File: config.mk
export PLATFORM = sky130hd
export DESIGN_NAME = des_cbc_ctrl_flat
export DESIGN_NICKNAME = d
export VERILOG_FILES = /design/src/rtl/des_cbc_ctrl_if.sv /design/src/rtl/des_cbc_ctrl.sv /design/src/flat_wrapper.sv
export SDC_FILE = /design/constraint.sdc
export NUM_CORES = 1
export LEC_CHECK = 0
export CAP_MARGIN = 5
export CORE_MARGIN = 8
export CORE_UTILIZATION = 48
export CTS_CLUSTER_DIAMETER = 60
export DETAILED_ROUTE_END_ITERATION = 6
export PLACE_DENSITY = 0.78
export SLEW_MARGIN = 0
export SYNTH_ARGS = -nofsm -noshare
export SYNTH_HDL_FRONTEND = slang
export SYNTH_SLANG_ARGS = --single-unit
File: constraint.sdc
create_clock -name clk -period 4.2 [get_ports clk]
set_clock_uncertainty 0.05 [all_clocks]
set_input_delay 0.42 -clock clk [delete_from_list [all_inputs] [get_ports clk]]
set_output_delay 0.42 -clock clk [all_outputs]
set_load 0.03 [all_outputs]
File: src/rtl/des_cbc_ctrl_if.sv
// Stream and DES-core signal bundle for the CBC chaining controller.
// The master modport is the controller side; slave is the environment side.
interface des_cbc_ctrl_if;
  logic [63:0] s_data;
  logic        s_valid;
  logic        s_ready;
  logic [63:0] m_data;
  logic        m_valid;
  logic        m_ready;
  logic [63:0] core_din;
  logic        core_mode;
  logic        core_start;
  logic [63:0] core_dout;
  logic        core_valid;

  modport master (
    input  s_data, s_valid, m_ready, core_dout, core_valid,
    output s_ready, m_data, m_valid, core_din, core_mode, core_start
  );

  modport slave (
    output s_data, s_valid, m_ready, core_dout, core_valid,
    input  s_ready, m_data, m_valid, core_din, core_mode, core_start
  );
endinterface

File: src/rtl/des_cbc_ctrl.sv
// CBC-mode chaining controller sitting between a block stream and an iterative DES core.
// One block in flight; the chaining register persists across blocks.
module des_cbc_ctrl #(
  parameter int TIMEOUT_CYC = 64
) (
  input  logic           clk,
  input  logic           rst_n,
  input  logic [63:0]    iv,
  input  logic           iv_load,
  input  logic           mode,
  des_cbc_ctrl_if.master bus,
  output logic           busy,
  output logic           err
);
  localparam logic [1:0] IDLE  = 2'd0;
  localparam logic [1:0] START = 2'd1;
  localparam logic [1:0] WAIT  = 2'd2;
  localparam logic [1:0] OUT   = 2'd3;

  localparam int CNT_W = (TIMEOUT_CYC > 2) ? $clog2(TIMEOUT_CYC) : 1;
  localparam logic [CNT_W-1:0] CNT_LAST = CNT_W'(TIMEOUT_CYC - 1);

  logic [1:0]       state;
  logic [63:0]      chain;
  logic [63:0]      blk;
  logic [63:0]      din_r;
  logic [63:0]      dout_r;
  logic             mode_r;
  logic [CNT_W-1:0] cnt;

  // iv_load wins over a block offer so the new chaining value is in place first
  assign bus.s_ready    = (state == IDLE) && !iv_load;
  assign bus.core_start = (state == START);
  assign bus.m_valid    = (state == OUT);
  assign bus.core_din   = din_r;
  assign bus.core_mode  = mode_r;
  assign bus.m_data     = dout_r;
  assign busy           = (state != IDLE);

  always_ff @(posedge clk or negedge rst_n) begin
    if (!rst_n) begin
      state  <= IDLE;
      chain  <= '0;
      blk    <= '0;
      din_r  <= '0;
      dout_r <= '0;
      mode_r <= 1'b0;
      cnt    <= '0;
      err    <= 1'b0;
    end else begin
      case (state)
        IDLE: begin
          if (iv_load) begin
            chain <= iv;
            err   <= 1'b0;
          end else if (bus.s_valid) begin
            blk    <= bus.s_data;
            mode_r <= mode;
            din_r  <= mode ? bus.s_data : (bus.s_data ^ chain);
            state  <= START;
          end
        end
        START: begin
          cnt   <= '0;
          state <= WAIT;
        end
        WAIT: begin
          // decrypt un-chains with the previous ciphertext, then chains on this one
          if (bus.core_valid) begin
            dout_r <= mode_r ? (bus.core_dout ^ chain) : bus.core_dout;
            chain  <= mode_r ? blk : bus.core_dout;
            state  <= OUT;
          end else if (cnt == CNT_LAST) begin
            err   <= 1'b1;
            state <= IDLE;
          end else begin
            cnt <= cnt + CNT_W'(1);
          end
        end
        OUT: begin
          if (bus.m_ready) state <= IDLE;
        end
        default: state <= IDLE;
      endcase
    end
  end
endmodule

File: src/flat_wrapper.sv
// flat-port wrapper written by rule: the top's interface ports become plain ports
module des_cbc_ctrl_flat 
#(
  parameter int TIMEOUT_CYC = 64
)
  (clk, rst_n, iv, iv_load, mode, busy, err, bus_s_data, bus_s_valid, bus_m_ready, bus_core_dout, bus_core_valid, bus_s_ready, bus_m_data, bus_m_valid, bus_core_din, bus_core_mode, bus_core_start);
  des_cbc_ctrl_if bus_i ();
  input  logic clk;
  input  logic rst_n;
  input  logic [63:0] iv;
  input  logic iv_load;
  input  logic mode;
  output logic busy;
  output logic err;
  input wire logic [$bits(bus_i.s_data)-1:0] bus_s_data;
  input wire logic [$bits(bus_i.s_valid)-1:0] bus_s_valid;
  input wire logic [$bits(bus_i.m_ready)-1:0] bus_m_ready;
  input wire logic [$bits(bus_i.core_dout)-1:0] bus_core_dout;
  input wire logic [$bits(bus_i.core_valid)-1:0] bus_core_valid;
  output wire logic [$bits(bus_i.s_ready)-1:0] bus_s_ready;
  output wire logic [$bits(bus_i.m_data)-1:0] bus_m_data;
  output wire logic [$bits(bus_i.m_valid)-1:0] bus_m_valid;
  output wire logic [$bits(bus_i.core_din)-1:0] bus_core_din;
  output wire logic [$bits(bus_i.core_mode)-1:0] bus_core_mode;
  output wire logic [$bits(bus_i.core_start)-1:0] bus_core_start;
  assign bus_i.s_data = bus_s_data;
  assign bus_i.s_valid = bus_s_valid;
  assign bus_i.m_ready = bus_m_ready;
  assign bus_i.core_dout = bus_core_dout;
  assign bus_i.core_valid = bus_core_valid;
  assign bus_s_ready = bus_i.s_ready;
  assign bus_m_data = bus_i.m_data;
  assign bus_m_valid = bus_i.m_valid;
  assign bus_core_din = bus_i.core_din;
  assign bus_core_mode = bus_i.core_mode;
  assign bus_core_start = bus_i.core_start;
  des_cbc_ctrl #(.TIMEOUT_CYC(TIMEOUT_CYC)) u_core (.clk(clk), .rst_n(rst_n), .iv(iv), .iv_load(iv_load), .mode(mode), .bus(bus_i), .busy(busy), .err(err));
endmodule
# ---- Word-level counts from Yosys, hierarchy flattened
# Cells that the tools add are included.
dict set report classes {
  n_bitwise 3
  n_reduce_logical 12
  eq_ne 13
  add_sub_neg 1
  mux 19
}
# operator n
set op_table {}
lappend op_table {{$mux W64} 5}
lappend op_table {{$pmux W64 S2} 1}
lappend op_table {{$xor A64 B64 Y64} 2}
lappend op_table {{$ne A2 B2 Y1 const B} 7}
lappend op_table {{$mux W6} 2}
lappend op_table {{$pmux W6 S2} 1}
lappend op_table {{$mux W2} 5}
lappend op_table {{$reduce_and A3 Y1} 3}
lappend op_table {{$pmux W2 S4} 1}
lappend op_table {{$reduce_and A4 Y1} 2}
lappend op_table {{$add A6 B1 Y6 const B} 1}
lappend op_table {{$eq A6 B6 Y1 const B} 1}
lappend op_table {{$reduce_bool A2 Y1} 3}
lappend op_table {{$eq A2 B2 Y1 const B} 2}
lappend op_table {{$mux W1} 3}
lappend op_table {{$ne A3 B2 Y1 const B} 1}
lappend op_table {{$eq A2 B1 Y1 const B} 1}
lappend op_table {{$logic_not A2 Y1} 1}
lappend op_table {{$ne A2 B1 Y1 const B} 1}
lappend op_table {{$pmux W1 S2} 1}
lappend op_table {{$reduce_and A2 Y1} 1}
lappend op_table {{$logic_and A1 B1 Y1} 1}
lappend op_table {{$logic_not A1 Y1} 1}
lappend op_table {{$not A1 Y1} 1}
dict set report totals {
  wordCells 56
  regBits 266
  in_bits 199
}

# ---- Longest topological paths before layout
# Gate-level depths: netlist of run 1.
dict set report logic_depth {
  depth_word 4
  ltp_mapped 7
  depth_no_buf 4
}

# ---- Worst setup path before layout of run 1
# No wires, ideal clock.
dict set report synth_path {
  path_kind {register to output}
  start {register u_core.state[0]}
  end {output port bus_s_ready}
  stages_incl_launch_ff 6
  slack_ns 2.092
  arrival_time_ns 1.638
  n_path_buf 3
  path_cell_list {dfrtp_1 -> buf_4 -> buf_2 -> buf_2 -> or2_2 -> nor2_1}
}
dict set report synth_between {
  elab_chain_cells 2
}
# element line_no
set synth_rtl {}
lappend synth_rtl {{from (decl)} des_cbc_ctrl.sv:23} ;# logic [1:0] state;
lappend synth_rtl {{from (signal assigned)} des_cbc_ctrl.sv:42} ;# state <= IDLE;
lappend synth_rtl {{from (signal assigned)} des_cbc_ctrl.sv:60} ;# state <= START;
lappend synth_rtl {{from (signal assigned)} des_cbc_ctrl.sv:65} ;# state <= WAIT;
lappend synth_rtl {{$logic_not A2 Y1} des_cbc_ctrl.sv:32} ;# assign bus.s_ready = (state == IDLE) && !iv_load;
lappend synth_rtl {{$logic_and A1 B1 Y1} des_cbc_ctrl.sv:32}
lappend synth_rtl {{to (decl)} flat_wrapper.sv:20} ;# output wire logic [$bits(bus_i.s_ready)-1:0] bus_s_ready;
# Every way passes these cells.

# ---- Final worst setup path of run 1
dict set report layout_path {
  start {register u_core.state[0]}
  end {output port bus_core_start}
}
dict set report layout_between {
  elab_chain_cells 1
}
# element line_no
set layout_rtl {}
lappend layout_rtl {{$eq A2 B1 Y1} des_cbc_ctrl.sv:33} ;# assign bus.core_start = (state == START);
lappend layout_rtl {{to (decl)} flat_wrapper.sv:25} ;# output wire logic [$bits(bus_i.core_start)-1:0] bus_core_start;
# Every way passes these cells.

==> metrics, run 1 <==
Horiz. Die Dim 182 µm; Simple-Gate Fraction of Synth Area 14.7%; status finished clean; post-synth top area share 50.6%; number of synthesized flops with an enable pin 0; Worst slew margin 33.9%; final setup margin 1.18 ns; switching share of power 41.6%; syn nets 1529; DIE HEIGHT 182 µm; post-synthesis adder-cell area fraction 0.0952%; max cap viols 0; area fraction in compound gates after synthesis 16.2%; Async SR Flop Fraction 100%; Int Power 0.00799 W; Yosys cell types 38; CTS Buffer Depth 3; #FFs+latches synth 266; boundary pin count 333; area leader, netlist dfrtp_1; Gate power share 46.6%; initial antenna violation count 7; post-synthesis sequential area ratio 50.6%; GRT overflow 0; CP delay by family, top flip-flops; top cells by area, synth dfrtp_1 (51%), nor2b_1 (6.3%), mux2_2 (5.5%); Syn Std Cell Area 0.0131 mm²; fmax 0.331 GHz; xor/xnor share of the synthesized area 8.53%; Final Hold Vio Count 0; critical path launch point type flop; mean post-synth cell area 9.89 µm²; first-pass GRT wire length 61600 µm; synth warn 0; CTS tree built; critical path peak fanout 79; overall power 0.0137 W; area delta synth->final 33.5%; initial DRC count 769; Tightest Hold Check Type reg -> reg; top post-synthesis cells by count dfrtp_1 (266), nand2_1 (136), nor2b_1 (132); CTS Sinks 266; Clock power frac 18.4%; Initial Utilization 48.8%; number of buffers created by CTS 30; DRC errors left 0; CP max stage delay 0.94 ns; PwrDens 779 mW/mm²; net load switching power 0.00569 W; share of cells above drive strength 1 8.10%; worst vdd ir 0.000493 V; Hold Worst Slack 0.423 ns; Placer Congestion 0.804; Core Area 0.0270 mm²; PortBufs 332; kind of critical path reg -> out; Critical Path End Type primary output; Worst Path Required 3.73 ns; vias after detailed routing 10800; DP HPWL 25600 µm; die area 0.0329 mm²; nets 1794; Final setup viols 0; drt pass-1 iters 5; Rows 60; Vias/cell 5.52; average routed wire per standard cell 19.7 µm; Leakage 6.90 nW; Worst-Skew Late Latency 0.54 ns; Critical Path AT 2.55 ns; crit share post-route 71.9%; Total GRT Usage 22.9%; setup tns final 0 ns; fin util 65.1%; CP max stage cell dfrtp_4; max-slew violation count 0; Cells after Synth 1329; Worst Max-Slew Pin Slew 0.991 ns; crit-path cells nor2b_1 -> clkdlybuf4s50_1; RSZ-0062 raised after global routing no; vias in the first global route 11100; Clock Tree Root clkbuf_16; clock slew at reported path FFs 0.06 ns; # fillers 2088; H-tree depth 1; antenna-violating nets left 0; top-count cell post-synth dfrtp_1; Reg power frac 35.0%; mux share of post-synthesis cell area 5.73%; largest family of logic cells by synthesized area compound AO/OA/AOI/OAI gates; DP Worst Slack 1.54 ns; ys flop type dfrtp_1; WP buf/inv 1; largest net degree at the start of global routing 143; Post-CTS Resized 0; Routed WL 38600 µm; fin crit period 3.02 ns
==> stage by stage <==
stage / std cells / area [µm²]
5_1_grt: 1964 / 17600
3_3_place_gp: 1902 / 16600
3_5_place_dp: 1902 / 16600
2_1_floorplan: 1329 / 13100
4_1_cts: 1958 / 17500
6_report: 1964 / 17600
==> cells in the final DEF (no fill, tap or decap), types with 2 or more instances in the layout <==
master,instances
a211oi_1,66
a21boi_0,2
a21oi_1,65
a221oi_1,2
a41oi_1,2
buf_12,5
buf_4,8
clkbuf_1,10
clkbuf_16,31
clkbuf_8,6
clkdlybuf4s50_1,330
clkinv_2,4
clkinv_4,2
dfrtp_1,264
dfrtp_4,2
diode_2,6
inv_1,5
mux2_1,2
mux2_2,64
nand2_1,136
nand3_1,2
nand3b_1,3
nor2_1,129
nor2b_1,131
nor4_1,3
o21ai_0,130
o41ai_1,64
xnor2_1,64
xor2_1,64
==> layer usage <==
metal	track usage [%]	wire length [µm]	vias to the layer above
met3	4.65	2160	96
met4	11.5	1910	2
met1	29.0	16400	5232
met5	0	13	-
met2	37.0	18100	378
li1	-	-	5128
==> registers in the layout, summed over array words and instances (netlist names) <==
signal and count:
u_core.blk 64, u_core.bus.core_din 64, u_core.bus.core_mode 1, u_core.bus.m_data 64, u_core.chain 64, u_core.cnt 6, u_core.err 1, u_core.state 2
==> logic make-up after synthesis <==
logic type                 after synthesis
adders and majority gates                1
DFF                                    266
buffers and inverters                  118
and+or+nand+nor                        412
AOI/OAI and AO/OA                      337
xor gates and xnor gates               128
muxes                                   67
==> worst paths after layout <==
path	end	depth (start not counted)	slack, ns	from
max in group asynchronous	u_core.bus.core_mode	3	2.57	rst_n
hold / removal	u_core.bus.m_data[34]	2	0.42	u_core.bus.m_data[34]
hold reg to reg	u_core.bus.m_data[34]	2	0.42	u_core.bus.m_data[34]
setup reg to reg	u_core.chain[53]	4	1.51	u_core.state[1]
min in group asynchronous	u_core.bus.m_data[51]	2	0.57	rst_n
setup / recovery	bus_core_start	2	1.18	u_core.state[0]
==> cell type report <==
class	count	area, µm²	share of cell area (%)
flip-flops and latches	266	6660	38.0
multi-input cells	945	5990	34.1
repair buffers	346	3490	19.9
clock buffers	47	896	5.10
well taps	341	427	2.43
clock inverters	8	53.8	0.306
inverters	5	18.8	0.107
diodes	6	15.0	0.0855
==> power groups by stage <==
stage | clock (W) | combinational, W | sequential (W)
2_1_floorplan | 0 | 0.00320 | 0.00560
3_3_place_gp | 0 | 0.00626 | 0.00475
5_1_grt | 0.00266 | 0.00693 | 0.00496
6_report | 0.00252 | 0.00638 | 0.00478
4_1_cts | 0.00257 | 0.00644 | 0.00477
3_5_place_dp | 0 | 0.00640 | 0.00480
==> worst reg2reg max path, cell delays in order (launching register included) <==
cell and delay (ns):
dfrtp_1 0.81, nor2b_4 0.61, buf_4 0.59, nor2_1 0.11, o41ai_1 0.38
==> what timing repair did <==
item | in CTS | in global routing
endpoints found under the setup margin | 0 | 0
setup buffers | 0 | 0
hold buffers | 1 | 0
endpoints found under the hold margin | 3 | 0
(Power assumes the default switching activity.)
==> run 2, diff against run 1 <==
--- a/config.mk
+++ b/config.mk
@@ -7,10 +7,10 @@
 export LEC_CHECK = 0
 export CAP_MARGIN = 5
 export CORE_MARGIN = 8
-export CORE_UTILIZATION = 48
+export CORE_UTILIZATION = 45
 export CTS_CLUSTER_DIAMETER = 60
 export DETAILED_ROUTE_END_ITERATION = 6
-export PLACE_DENSITY = 0.78
+export PLACE_DENSITY = 0.77
 export SLEW_MARGIN = 0
 export SYNTH_ARGS = -nofsm -noshare
 export SYNTH_HDL_FRONTEND = slang
==> constraint.sdc (replaced) <==
create_clock -name clk -period 2.4 [get_ports clk]
set_clock_uncertainty 0.05 [all_clocks]
set_input_delay 0.24 -clock clk [delete_from_list [all_inputs] [get_ports clk]]
set_output_delay 0.24 -clock clk [all_outputs]
set_load 0.03 [all_outputs]
==> metrics, run 2 (synthesis results as in run 1) <==
GRT overflow 0 (unchanged); CP delay by family, top buffers and inverters; clock slew at reported path FFs 0.06 ns (about the same); Total GRT Usage 22.2% (-0.66 points); max-slew violation count 0 (unchanged); Reg2Reg Setup Slack 0.42 ns (-1.09 ns); Critical Path End Type primary output; first-pass GRT wire length 64200 µm (+4.1%); CP max stage cell clkdlybuf4s50_1; fmax 0.433 GHz; DRC errors left 0 (unchanged); die area 0.0349 mm² (+6.1%); Final setup viols 0 (unchanged); Rows 62 (+3.3%); critical path launch point type flop; final setup margin 0.0906 ns (-1.09 ns); kind of critical path reg -> out; CTS Buffer Depth 3 (unchanged); Tightest Hold Check Type in -> async; vias after detailed routing 11000 (+1.2%); Initial Utilization 45.8% (-3.0 points); Core Area 0.0287 mm² (+6.5%); Worst Max-Slew Pin Slew 0.587 ns (-0.404 ns); DP HPWL 27500 µm (+7.7%); drt pass-1 iters 5 (unchanged); critical path peak fanout 9 (-89%); worst r2r src u_core.state[1]; DP Worst Slack 0.321 ns (-1.22 ns); CTS Sinks 266 (unchanged); Register-to-Register Path Depth 5 (+1); Multi-input gate area 0.00599 mm² (unchanged); Final Hold Vio Count 0 (unchanged); CP Depth 2 (unchanged); fin crit period 2.31 ns; FF/Latch Area 0.00666 mm² (unchanged); nets 1818 (+1.3%); max cap viols 0 (unchanged); number of buffers created by CTS 31 (+3.3%); initial antenna violation count 5 (-2); R2R Path End u_core.chain[30]; Placement Cell Area 0.0169 mm² (+1.9%); RSZ-0062 raised after global routing no; Leakage 7.11 nW (+3.0%); GRT met3 Usage 4.81% (+0.16 points); area delta synth->final 36.5%; most frequent cells in the layout clkdlybuf4s50_1 (327), dfrtp_1 (264), nand2_1 (136); boundary pin count 333 (unchanged); commonest non-fill, non-tap cell in the layout clkdlybuf4s50_1; Worst-Skew Late Latency 0.54 ns (about the same); crit-path cells or2_2 -> clkdlybuf4s50_1; Critical Path AT 2.02 ns (-0.53 ns); Routed WL 39600 µm (+2.6%); # fillers 2369 (+13%); crit share post-route 96.2%; Finished Cell Area 0.0180 mm² (+2.3%); vias in the first global route 11600 (+4.6%); share of cells above drive strength 1 9.93% (+1.8 points); setup tns final 0 ns (unchanged); overall power 0.0247 W (+80%); DIE HEIGHT 187 µm (+3.0%); CP max stage delay 0.62 ns (-0.32 ns); Final Non-Filler Cells 2027 (+3.2%); initial DRC count 675 (-12%); worst vdd ir 0.000814 V (+65%); Vias/cell 5.41 (-1.9%); Horiz. Die Dim 187 µm (+3.0%); H-tree depth 1 (unchanged); largest net degree at the start of global routing 83 (-42%); WP buf/inv 1 (unchanged); placed cells 1968 (+3.5%); met1 Use GR 28.1% (-0.87 points); average routed wire per standard cell 19.6 µm (-0.61%); Post-CTS Setup Repair Bufs 0 (unchanged); Placer Congestion 0.838 (+4.3%); status finished clean; Worst Path Required 2.11 ns (-1.62 ns); met2 usage 36.9% (-0.095 points); global route hottest layer met2; Clock Tree Root clkbuf_16; antenna-violating nets left 0 (unchanged); CTS tree built; Worst slew margin 60.8% (+27 points); PortBufs 332 (unchanged); PwrDens 1370 mW/mm² (+76%)
[run 2: power breakdown]
part / switching [W] / internal [W] / total, W
registers: 0.00148 / 0.00670 / 0.00818
clock network: 0.00189 / 0.00285 / 0.00473
logic: 0.00682 / 0.00494 / 0.0118
total: 0.0102 / 0.0145 / 0.0247
[run 2: metal layers]
layer,part of all wire [%],wire [µm]
met1,42,16700
met2,48,19200
met3,6.3,2490
met4,3.2,1260
met5,0.091,36
[run 2: what timing repair did]
action | CTS | global route
endpoints found under the hold margin | 88 | 0
setup endpoints to repair | 1 | 0
resized for setup | 1 | 0
hold buffers | 1 | 0
[run 2: stage by stage]
| step | hold WS, ns | utilization (%) |
|---|---|---|
| 2_1_floorplan | -0.106 | - |
| 3_3_place_gp | 0.154 | 58.9 |
| 3_5_place_dp | 0.162 | 58.9 |
| 4_1_cts | 0.178 | 62.5 |
| 5_1_grt | 0.208 | 62.5 |
| 6_report | 0.190 | 62.5 |
[run 2: worst max-delay path by stage]
stage,start,end,slack [ns]
floorplan,u_core.state[0],bus_s_ready,0.47
global placement,iv_load,bus_s_ready,0.33
detailed placement,iv_load,u_core.blk[47],0.32
CTS,u_core.state[0],busy,0.06
global route,u_core.state[0],busy,0.03
finish,u_core.state[0],busy,0.09
[run 2: final cells by class]
class	instances	area share, %
Multi-Input combinational cell	945	33.4
Inverter	5	0.105
Sequential cell	266	37.1
Antenna cell	2	0.0279
Tap cell	384	2.68
Clock inverter	16	0.983
Timing Repair Buffer	369	20.9
Clock buffer	40	4.79
